[config.mk]
export PLATFORM = sky130hd
export DESIGN_NAME = hermes_rx_port_flat
export DESIGN_NICKNAME = d
export VERILOG_FILES = /design/src/rtl/hermes_rx_port_pkg.sv /design/src/rtl/hermes_rx_port_if.sv /design/src/rtl/hermes_rx_port_fifo.sv /design/src/rtl/hermes_rx_port.sv /design/src/flat_wrapper.sv
export SDC_FILE = /design/constraint.sdc
export NUM_CORES = 1
export LEC_CHECK = 0
export CAP_MARGIN = 40
export CORE_MARGIN = 3
export CORE_UTILIZATION = 50
export DETAILED_ROUTE_END_ITERATION = 8
export HOLD_SLACK_MARGIN = 0.1
export PLACE_DENSITY = 0.8
export SYNTH_ARGS = -nofsm -noshare
export SYNTH_HDL_FRONTEND = slang
export SYNTH_SLANG_ARGS = --single-unit
[constraint.sdc]
create_clock -name clock -period 4 [get_ports clock]
set_input_delay 0.8 -clock clock [delete_from_list [all_inputs] [get_ports clock]]
set_output_delay 0.8 -clock clock [all_outputs]
set_load 0.02 [all_outputs]
[src/rtl/hermes_rx_port_pkg.sv]
// Shared types and constants for the Hermes receive port.
// Optional feature macro used by this slice: HERMES_RX_PKT_CNT_EN.
package hermes_pkg;

    localparam int unsigned FLIT_WIDTH = 16;

    typedef enum logic [1:0] {
        HEADER  = 2'd0,
        SIZE    = 2'd1,
        PAYLOAD = 2'd2
    } rx_state_t;

    typedef logic [FLIT_WIDTH-1:0] flit_t;

endpackage

[src/rtl/hermes_rx_port_if.sv]
// Hermes inbound link (avail/data/credit) plus local valid/ready delivery side.
interface hermes_rx_port_if #(
    parameter int unsigned FLIT_WIDTH = 16
);
    logic                  avail;
    logic [FLIT_WIDTH-1:0] data_in;
    logic                  credit;
    logic                  out_valid;
    logic                  out_ready;
    logic [FLIT_WIDTH-1:0] out_data;
    logic                  out_sop;
    logic                  out_eop;
    logic [FLIT_WIDTH-1:0] out_target;

    // Upstream sender and local consumer combined.
    modport master (
        output avail, data_in, out_ready,
        input  credit, out_valid, out_data, out_sop, out_eop, out_target
    );

    // The receive port itself.
    modport slave (
        input  avail, data_in, out_ready,
        output credit, out_valid, out_data, out_sop, out_eop, out_target
    );
endinterface

[src/rtl/hermes_rx_port_fifo.sv]
// Synchronous FIFO used as the receive buffer; head entry is always on rd_data.
module hermes_fifo #(
    parameter  int unsigned WIDTH = 16,
    parameter  int unsigned DEPTH = 4,
    localparam int unsigned AW    = $clog2(DEPTH),
    localparam int unsigned CW    = AW + 1
) (
    input  logic             clock,
    input  logic             reset,
    input  logic             wr_en,
    input  logic [WIDTH-1:0] wr_data,
    input  logic             rd_en,
    output logic [WIDTH-1:0] rd_data,
    output logic             full,
    output logic             empty,
    output logic [CW-1:0]    count
);
    logic [WIDTH-1:0] mem_q [DEPTH];
    logic [WIDTH-1:0] mem_d [DEPTH];
    logic [AW-1:0]    wr_ptr_q, wr_ptr_d;
    logic [AW-1:0]    rd_ptr_q, rd_ptr_d;
    logic [CW-1:0]    count_q, count_d;
    logic             wr_ok;
    logic             rd_ok;

    assign full    = (count_q == CW'(DEPTH));
    assign empty   = (count_q == '0);
    assign count   = count_q;
    assign rd_data = mem_q[rd_ptr_q];
    assign wr_ok   = wr_en && !full;
    assign rd_ok   = rd_en && !empty;

    // Next-state for storage, pointers and occupancy.
    always_comb begin
        mem_d    = mem_q;
        wr_ptr_d = wr_ptr_q;
        rd_ptr_d = rd_ptr_q;
        count_d  = count_q;
        if (wr_ok) begin
            mem_d[wr_ptr_q] = wr_data;
            wr_ptr_d        = wr_ptr_q + 1'b1;
        end
        if (rd_ok) begin
            rd_ptr_d = rd_ptr_q + 1'b1;
        end
        case ({wr_ok, rd_ok})
            2'b10:   count_d = count_q + 1'b1;
            2'b01:   count_d = count_q - 1'b1;
            default: count_d = count_q;
        endcase
    end

    // Register update with asynchronous active-low reset.
    always_ff @(posedge clock or negedge reset) begin
        if (!reset) begin
            mem_q    <= '{default: '0};
            wr_ptr_q <= '0;
            rd_ptr_q <= '0;
            count_q  <= '0;
        end else begin
            mem_q    <= mem_d;
            wr_ptr_q <= wr_ptr_d;
            rd_ptr_q <= rd_ptr_d;
            count_q  <= count_d;
        end
    end
endmodule

[src/rtl/hermes_rx_port.sv]
// Hermes router input port: credit-based flit intake, FIFO buffering and
// header/size/payload framing toward a valid/ready consumer.
// Optional macro HERMES_RX_PKT_CNT_EN adds the pkt_count output.
module hermes_rx_port
    import hermes_pkg::*;
#(
    parameter int unsigned FLIT_WIDTH = hermes_pkg::FLIT_WIDTH,
    parameter int unsigned DEPTH      = 4
) (
    input  logic         clock,
    input  logic         reset,
    hermes_rx_port_if.slave rx
`ifdef HERMES_RX_PKT_CNT_EN
    ,
    output logic [15:0]  pkt_count
`endif
);
    localparam logic [1:0] ST_HEADER  = HEADER;
    localparam logic [1:0] ST_SIZE    = SIZE;
    localparam logic [1:0] ST_PAYLOAD = PAYLOAD;
    localparam int unsigned CW        = $clog2(DEPTH) + 1;

    logic [FLIT_WIDTH-1:0] head;
    logic                  full;
    logic                  empty;
    logic [CW-1:0]         count;
    logic                  wr_en;
    logic                  rd_en;

    logic [1:0]            state_q, state_d;
    logic [FLIT_WIDTH-1:0] rem_q, rem_d;
    logic [FLIT_WIDTH-1:0] target_q, target_d;

    hermes_fifo #(
        .WIDTH (FLIT_WIDTH),
        .DEPTH (DEPTH)
    ) u_fifo (
        .clock   (clock),
        .reset   (reset),
        .wr_en   (wr_en),
        .wr_data (rx.data_in),
        .rd_en   (rd_en),
        .rd_data (head),
        .full    (full),
        .empty   (empty),
        .count   (count)
    );

    // Credit is gated by reset so the sender sees no space while the port is held.
    assign rx.credit     = reset && (count < CW'(DEPTH));
    assign rx.out_valid  = !empty;
    assign rx.out_data   = head;
    assign rx.out_target = target_q;
    assign wr_en         = rx.avail && rx.credit;
    assign rd_en         = rx.out_valid && rx.out_ready;

    assign rx.out_sop = rx.out_valid && (state_q == ST_HEADER);
    assign rx.out_eop = rx.out_valid &&
                        (((state_q == ST_SIZE) && (head == '0)) ||
                         ((state_q == ST_PAYLOAD) && (rem_q == FLIT_WIDTH'(1))));

    // Framing FSM: advances only when the consumer takes the head flit.
    always_comb begin
        state_d  = state_q;
        rem_d    = rem_q;
        target_d = target_q;
        if (rd_en) begin
            case (state_q)
                ST_HEADER: begin
                    target_d = head;
                    state_d  = ST_SIZE;
                end
                ST_SIZE: begin
                    if (head == '0) begin
                        state_d = ST_HEADER;
                    end else begin
                        rem_d   = head;
                        state_d = ST_PAYLOAD;
                    end
                end
                ST_PAYLOAD: begin
                    rem_d = rem_q - 1'b1;
                    if (rem_q == FLIT_WIDTH'(1)) begin
                        state_d = ST_HEADER;
                    end
                end
                default: state_d = ST_HEADER;
            endcase
        end
    end

    // Framing registers.
    always_ff @(posedge clock or negedge reset) begin
        if (!reset) begin
            state_q  <= ST_HEADER;
            rem_q    <= '0;
            target_q <= '0;
        end else begin
            state_q  <= state_d;
            rem_q    <= rem_d;
            target_q <= target_d;
        end
    end

`ifdef HERMES_RX_PKT_CNT_EN
    logic [15:0] pkt_cnt_q, pkt_cnt_d;

    assign pkt_count = pkt_cnt_q;

    // Count delivered packets; wraps naturally at 16 bits.
    always_comb begin
        pkt_cnt_d = pkt_cnt_q;
        if (rd_en && rx.out_eop) begin
            pkt_cnt_d = pkt_cnt_q + 16'd1;
        end
    end

    // Packet counter register.
    always_ff @(posedge clock or negedge reset) begin
        if (!reset) begin
            pkt_cnt_q <= '0;
        end else begin
            pkt_cnt_q <= pkt_cnt_d;
        end
    end
`endif
endmodule

[src/flat_wrapper.sv]
// flat-port wrapper written by rule: the top's interface ports become plain ports
module hermes_rx_port_flat import hermes_pkg::*;
#(
    parameter int unsigned FLIT_WIDTH = hermes_pkg::FLIT_WIDTH,
    parameter int unsigned DEPTH      = 4
)
  (clock, reset, rx_avail, rx_data_in, rx_out_ready, rx_credit, rx_out_valid, rx_out_data, rx_out_sop, rx_out_eop, rx_out_target);
  hermes_rx_port_if #(.FLIT_WIDTH(FLIT_WIDTH)) rx_i ();
  input  logic clock;
  input  logic reset;
  input wire logic [$bits(rx_i.avail)-1:0] rx_avail;
  input wire logic [$bits(rx_i.data_in)-1:0] rx_data_in;
  input wire logic [$bits(rx_i.out_ready)-1:0] rx_out_ready;
  output wire logic [$bits(rx_i.credit)-1:0] rx_credit;
  output wire logic [$bits(rx_i.out_valid)-1:0] rx_out_valid;
  output wire logic [$bits(rx_i.out_data)-1:0] rx_out_data;
  output wire logic [$bits(rx_i.out_sop)-1:0] rx_out_sop;
  output wire logic [$bits(rx_i.out_eop)-1:0] rx_out_eop;
  output wire logic [$bits(rx_i.out_target)-1:0] rx_out_target;
  assign rx_i.avail = rx_avail;
  assign rx_i.data_in = rx_data_in;
  assign rx_i.out_ready = rx_out_ready;
  assign rx_credit = rx_i.credit;
  assign rx_out_valid = rx_i.out_valid;
  assign rx_out_data = rx_i.out_data;
  assign rx_out_sop = rx_i.out_sop;
  assign rx_out_eop = rx_i.out_eop;
  assign rx_out_target = rx_i.out_target;
  hermes_rx_port #(.FLIT_WIDTH(FLIT_WIDTH), .DEPTH(DEPTH)) u_core (.clock(clock), .reset(reset), .rx(rx_i));
endmodule
==> results of run 1 <==
-- worst min path at each step --
| stage | start | end | slack (ns) | cells after the start |
|---|---|---|---|---|
| finish | reset | u_core.u_fifo.count[0] | 0.37 | 1 |
| global route | reset | u_core.u_fifo.count[2] | 0.39 | 1 |
| CTS | reset | u_core.rem_q[10] | 0.38 | 1 |
| detailed placement | u_core.u_fifo.mem_q[9] | u_core.u_fifo.mem_q[9] | 0.49 | 1 |
| global placement | u_core.u_fifo.mem_q[26] | u_core.u_fifo.mem_q[26] | 0.48 | 1 |
| floorplan | u_core.u_fifo.mem_q[32] | u_core.u_fifo.mem_q[32] | 0.47 | 1 |
-- stage by stage --
step / hold slack, ns / cells
after global routing: 0.3924 / 609
after detailed placement: 0.4885 / 593
final: 0.3663 / 609
after CTS: 0.3772 / 609
after floorplan: 0.4704 / 416
after global placement: 0.4791 / 591
-- report_power, final --
group / switching [µW] / internal [µW]
Sequential: 400 / 1570
Combinational: 1480 / 1470
Clock: 375 / 371
Total: 2260 / 3410
-- critical path, delay by kind of cell, from the launching register on --
kind,cells,cell delay (ns)
buf+inv,2,0.79
simple gates,3,0.71
mux,1,0.64
flops,1,0.45
compound gates,1,0.11
-- area by class of cell --
type                       instances  share of cell area
sequential                       105              0.4202
clock buffer                      10             0.02200
timing repair buffer              70              0.1100
clock inverter                     6             0.01460
inverter                          11            0.006600
multi-input combinational        271              0.3994
tap                              136             0.02720
-- cells in the mapped netlist, types with 9 or more instances --
| library cell | instances |
|---|---|
| sky130_fd_sc_hd__nor3_1 | 12 |
| sky130_fd_sc_hd__xnor2_1 | 10 |
| sky130_fd_sc_hd__mux4_1 | 10 |
| sky130_fd_sc_hd__nand3_1 | 9 |
| sky130_fd_sc_hd__inv_1 | 10 |
| sky130_fd_sc_hd__clkbuf_1 | 20 |
| sky130_fd_sc_hd__a31oi_1 | 13 |
| sky130_fd_sc_hd__nand2_1 | 14 |
| sky130_fd_sc_hd__nor2_1 | 17 |
| sky130_fd_sc_hd__dfrtp_1 | 105 |
| sky130_fd_sc_hd__mux2_2 | 80 |
-- kinds of logic (layout without fill, tap and decap cells) --
group,after synthesis,in the layout,synth area share
AND/OR/NAND/NOR,91,91,0.09507
buffers and inverters,40,97,0.03990
XOR/XNOR,13,13,0.02136
multiplexers,96,96,0.2437
flip-flops,105,105,0.4930
AO/OA/AOI/OAI,63,63,0.08686
adder cells (fa/ha/maj),8,8,0.02019
-- layer usage --
metal	vias up	track usage	wire (µm)	part of all wire
met5	-	0	0	0
met4	0	0.07124	172	0.014
met3	15	0.03789	540	0.044
met2	103	0.3566	6321	0.52
met1	1897	0.2908	5215	0.43
li1	1667	-	-	-
-- registers in the layout, indices dropped and copies added (netlist names) --
signal and flops:
u_core.rx.out_target 16, u_core.u_fifo.mem_q 64, u_core.rem_q 16, u_core.state_q 2
u_core.u_fifo.wr_ptr_q 2, u_core.u_fifo.count 3, u_core.u_fifo.rd_ptr_q 2
==> flow_summary.json, run 1 <==
{
  "outcome": "finished, final reports clean",
  "fin_worst_skew_ns": 0.01545,
  "cp_data_arrival_time_ns": 3.09,
  "core_area_um2": 10320,
  "worst_ir_drop_vdd_v": 0.0003066,
  "cts.path.max_buffers": 2,
  "drt.antenna.violating_nets": 0,
  "timing_hold_violations_final": 0,
  "i_o_pin_count": 56,
  "worstMarginPinSlew_ns": 0.8973,
  "clock_pin_slew_of_the_registers_on_the_worst_case_setup_and_hold_paths_ns": 0.11,
  "cts.repair.resized": 2,
  "drtIter0Drc": 218,
  "timing.critical_path.from_type": "flop",
  "layout.cells.most_common_list": "sky130_fd_sc_hd__dfrtp_1 (104), sky130_fd_sc_hd__mux2_2 (80), sky130_fd_sc_hd__clkdlybuf4s50_1 (54), sky130_fd_sc_hd__nor2_1 (17)",
  "gp_routability_congestion": 0.8330,
  "synthToLayoutAreaGrowth_pct": 17.37,
  "cts_tree": "built",
  "avgViaCountPerCell": 6.046,
  "fp-row-count": 37,
  "worst_setup_path_endpoint": "rx_out_eop",
  "via_count_of_the_first_global_routing_pass": 3796,
  "finalMaxSlewViolations": 0,
  "synthDominantAreaCellType": "sky130_fd_sc_hd__dfrtp_1",
  "syn-cell-area_um2": 5330,
  "worst_setup_slack_before_clock_tree_synthesis_ns": 0.3433,
  "placedInstanceArea_um2": 6017,
  "worstReg2RegStart": "u_core.u_fifo.rd_ptr_q[0]",
  "critPathRequiredTime_ns": 3.20,
  "antenna_violations_before_repair": 0,
  "worst-path-max-fanout": 6,
  "worst_reg2reg_setup_slack_ns": 1.38,
  "synth_unique_cells": 53,
  "regArea_um2": 2629,
  "grt.total_usage": 0.2159,
  "regToRegEndpoint": "u_core.rem_q[5]",
  "timing.hold.worst.class": "primary input to async pin",
  "timing.setup.tns_ns": 0,
  "detail_route.first_pass.iterations": 5,
  "clock.fmax_mhz": 257.0,
  "category_of_the_most_critical_setup_path": "flop to primary output",
  "drive_above_1_share": 0.2748,
  "synth.avg_cell_area_um2": 12.81,
  "fin_area_um2": 6256,
  "synth_async_sr_flop_share": 1.000,
  "holdBufCountCts": 0,
  "grt_start_max_net_pins": 61,
  "relSlewSlack": 0.4004,
  "clock_insertion_delay_worst_skew_ns": 0.37,
  "gr_overflow_total": 0,
  "cts-buffers-inserted": 9,
  "cp_slowest_stage_delay_ns": 0.64,
  "fin_crit_sh": 0.9727,
  "setup.worst_path.end_class": "primary output",
  "clock_sink_count": 105,
  "design.die.area_um2": 11940,
  "yosysWarningCount": 0,
  "max_cap_violations": 0,
  "layout_commonest_cell": "sky130_fd_sc_hd__dfrtp_1",
  "syn_inst": 416,
  "drc": 0,
  "synth_enable_flop_cells": 0,
  "antenna-diode-count": 0,
  "yosys-top-cells-area": "sky130_fd_sc_hd__dfrtp_1 (49%), sky130_fd_sc_hd__mux2_2 (17%), sky130_fd_sc_hd__mux4_1 (4.9%), sky130_fd_sc_hd__mux4_2 (2.5%), sky130_fd_sc_hd__ha_1 (1.6%)",
  "dpl.hpwl_um": 8643,
  "wire_length_of_the_first_global_routing_pass_um": 19810,
  "crit_path_cell_trace": "buf_4, mux4_1, nor4_2, and4_4, a22oi_1, nor2_2, clkdlybuf4s50_1",
  "routed_wire_length_per_instance_um": 20.11,
  "ratio_of_total_power_to_cell_area_nw_per_um2": 905.8,
  "totalPowerFinal_uw": 5667,
  "routed_wirelength_um": 12250,
  "setup.worst_path.start": "u_core.u_fifo.rd_ptr_q[0]",
  "final.fill_count": 772,
  "die_height_um": 109.3,
  "grt_setup_unrepaired": "no",
  "cts.htree.levels": 3,
  "seq_area_frac_synth": 0.4930,
  "via_count": 3682,
  "power.leakage_uw": 0.002658,
  "place.port_buffers": 55,
  "ys_seq_elements": 105,
  "postSynthNetCount": 444,
  "final-setup-viol-count": 0,
  "post_cts_buffers": 0,
  "yosysTopAreaCellShare": 0.4930,
  "multi_input_area_um2": 2499,
  "timing.reg2reg.worst_path_depth": 7,
  "final_core_util": 0.6060,
  "cts-root-buf": "sky130_fd_sc_hd__clkbuf_8",
  "cp_slowest_cell": "sky130_fd_sc_hd__mux4_1",
  "finalNetCount": 496,
  "yosys_most_used_dff": "sky130_fd_sc_hd__dfrtp_1",
  "period_minus_slack_ns": 3.891,
  "floorplan.initialDensity": 0.5163,
  "postLayoutSetupSlackWorst_ns": 0.1090,
  "die_width_um": 109.3
}
No activity file was read; power rests on OpenSTA's default activity.
==> run 2: changes to the inputs <==
--- a/config.mk
+++ b/config.mk
@@ -8,6 +8,7 @@
 export CAP_MARGIN = 40
 export CORE_MARGIN = 3
 export CORE_UTILIZATION = 50
+export CTS_BUF_LIST = sky130_fd_sc_hd__clkbuf_4
 export DETAILED_ROUTE_END_ITERATION = 8
 export HOLD_SLACK_MARGIN = 0.1
 export PLACE_DENSITY = 0.8
==> run 2 against run 1 <==
Compared with the run above: die area unchanged; global-route usage down 0.30 points; setup slack better by 0.32 ns; maximum frequency up 9.0%; combinational power about the same; clock skew up 0.018 ns; via count up 0.92%; routed wire length down 0.87%; clock power down 18%; critical path type unchanged; highest routed layer unchanged.
==> flow_summary.json, run 2 (same netlist as run 1, synthesis figures left out) <==
{
  "routed_wire_length_per_instance_um": 19.91,
  "fin_crit_sh": 0.8922,
  "gr_overflow_total": 0,
  "place.port_buffers": 55,
  "final-setup-viol-count": 0,
  "dpl.hpwl_um": 8643,
  "antenna_violations_before_repair": 0,
  "cp_data_arrival_time_ns": 2.77,
  "detail_route.first_pass.iterations": 5,
  "drt.antenna.violating_nets": 0,
  "outcome": "finished, final reports clean",
  "cp_slowest_cell": "sky130_fd_sc_hd__mux4_1",
  "placedInstanceArea_um2": 6017,
  "clock.fmax_mhz": 280.2,
  "regArea_um2": 2630,
  "fin_area_um2": 6190,
  "worst_reg2reg_setup_slack_ns": 1.39,
  "multi_input_area_um2": 2487,
  "cts_tree": "built",
  "i_o_pin_count": 56,
  "worst_setup_slack_before_clock_tree_synthesis_ns": 0.3433,
  "max_cap_violations": 0,
  "max_reg_flops": 64,
  "totalPowerFinal_uw": 5538,
  "power.leakage_uw": 0.002637,
  "fin_worst_skew_ns": 0.03360,
  "cts.path.max_buffers": 2,
  "layout.cells.most_common_list": "sky130_fd_sc_hd__dfrtp_1 (103), sky130_fd_sc_hd__mux2_2 (80), sky130_fd_sc_hd__clkdlybuf4s50_1 (53), sky130_fd_sc_hd__nor2_1 (17), sky130_fd_sc_hd__buf_4 (15)",
  "design.die.area_um2": 11940,
  "via_count": 3716,
  "setup.worst_path.end_class": "primary output",
  "avgViaCountPerCell": 6.092,
  "drive_above_1_share": 0.2827,
  "drc": 0,
  "postLayoutSetupSlackWorst_ns": 0.4312,
  "final.fill_count": 785,
  "timing.critical_path.from_type": "flop",
  "cts-buffers-inserted": 9,
  "grt.total_usage": 0.2129,
  "via_count_of_the_first_global_routing_pass": 3795,
  "layout_commonest_cell": "sky130_fd_sc_hd__dfrtp_1",
  "cts-root-buf": "sky130_fd_sc_hd__clkbuf_4",
  "timing.hold.ws_ns": 0.2721,
  "synthToLayoutAreaGrowth_pct": 16.13,
  "clock_pin_slew_of_the_registers_on_the_worst_case_setup_and_hold_paths_ns": 0.18,
  "relSlewSlack": 0.4061,
  "grt_setup_unrepaired": "no",
  "routed_wirelength_um": 12140,
  "ratio_of_total_power_to_cell_area_nw_per_um2": 894.8,
  "wire_length_of_the_first_global_routing_pass_um": 19670,
  "core_area_um2": 10320,
  "finalMaxSlewViolations": 0,
  "die_height_um": 109.3,
  "floorplan.initialDensity": 0.5163,
  "max_flop_register": "u_core.u_fifo.mem_q",
  "cp_slowest_stage_delay_ns": 0.66,
  "clock_sink_count": 105,
  "drtIter0Drc": 235,
  "worstMarginPinSlew_ns": 0.8887,
  "antenna-diode-count": 0,
  "finalNetCount": 497,
  "crit_path_cell_trace": "buf_4, mux4_1, nor4_2, and4_4, a22oi_1, nor2_2, dlymetal6s2s_1",
  "fp-row-count": 37,
  "worst_ir_drop_vdd_v": 0.0003014,
  "category_of_the_most_critical_setup_path": "flop to primary output",
  "gp_routability_congestion": 0.8330,
  "grt_start_max_net_pins": 61,
  "critPathRequiredTime_ns": 3.20,
  "die_width_um": 109.3,
  "critPathBufInv": 2,
  "worst-path-max-fanout": 4,
  "clock_insertion_delay_worst_skew_ns": 0.45,
  "timing.setup.tns_ns": 0,
  "timing.hold.worst.class": "primary input to async pin",
  "period_minus_slack_ns": 3.569,
  "cp_top_family": "simple AND/OR/NAND/NOR gates",
  "cts.htree.levels": 3,
  "timing_hold_violations_final": 0
}
-- run 2: cell count changes in the layout (fill, tap and decap cells not counted) --
cell	change
sky130_fd_sc_hd__clkbuf_8	-10
sky130_fd_sc_hd__clkbuf_4	+9
sky130_fd_sc_hd__mux4_1	-3
sky130_fd_sc_hd__mux4_2	+3
sky130_fd_sc_hd__buf_4	+1
sky130_fd_sc_hd__clkdlybuf4s50_1	-1
sky130_fd_sc_hd__clkinv_1	+1
sky130_fd_sc_hd__dfrtp_1	-1
sky130_fd_sc_hd__dfrtp_2	+1
sky130_fd_sc_hd__dlymetal6s2s_1	+1
-- run 2: cell type report --
cell class,count,area share
Clock inverter,7,0.01536
Sequential cell,105,0.4249
Multi-Input combinational cell,271,0.4019
Clock buffer,9,0.01092
Tap cell,136,0.02749
Inverter,11,0.006671
Timing Repair Buffer,71,0.1128
-- run 2: repair_timing --
action,CTS,global route
endpoints found under the setup margin,1,1
buffers inserted,1,0
hold buffers,0,0
resized for setup,3,6
cloned,0,0
-- run 2: path summary, 6_finish.rpt --
kind	start	end	cells after the start
max in group asynchronous	reset	u_core.u_fifo.rd_ptr_q[1]	3
worst min-delay path	reset	u_core.rem_q[10]	1
worst min register to register	u_core.u_fifo.mem_q[33]	u_core.u_fifo.mem_q[33]	1
worst max register to register	u_core.u_fifo.rd_ptr_q[0]	u_core.rem_q[5]	7
worst max-delay path	u_core.u_fifo.rd_ptr_q[0]	rx_out_eop	7
min in group clock	u_core.u_fifo.mem_q[33]	u_core.u_fifo.mem_q[33]	1
-- run 2: through the flow --
stage | utilization | std cells
finish | 0.5996 | 610
global route | 0.5996 | 610
CTS | 0.6007 | 610
detailed placement | 0.5828 | 593
global placement | 0.5787 | 591
floorplan | - | 416
-- run 2: layer usage --
metal	track usage	vias to the layer above	part of all wire	wire (µm)
li1	-	1668	-	-
met1	0.2914	1916	0.43	5179
met2	0.3456	120	0.51	6167
met3	0.04085	12	0.053	643
met4	0.06679	0	0.013	153
met5	0	-	0	0
-- run 2: where the power goes --
part	switching [µW]	leakage (µW)	total, µW	internal, µW
sequential	397	0.00129	1970	1570
clock	356	0.0000758	608	252
combinational	1490	0.00127	2960	1480
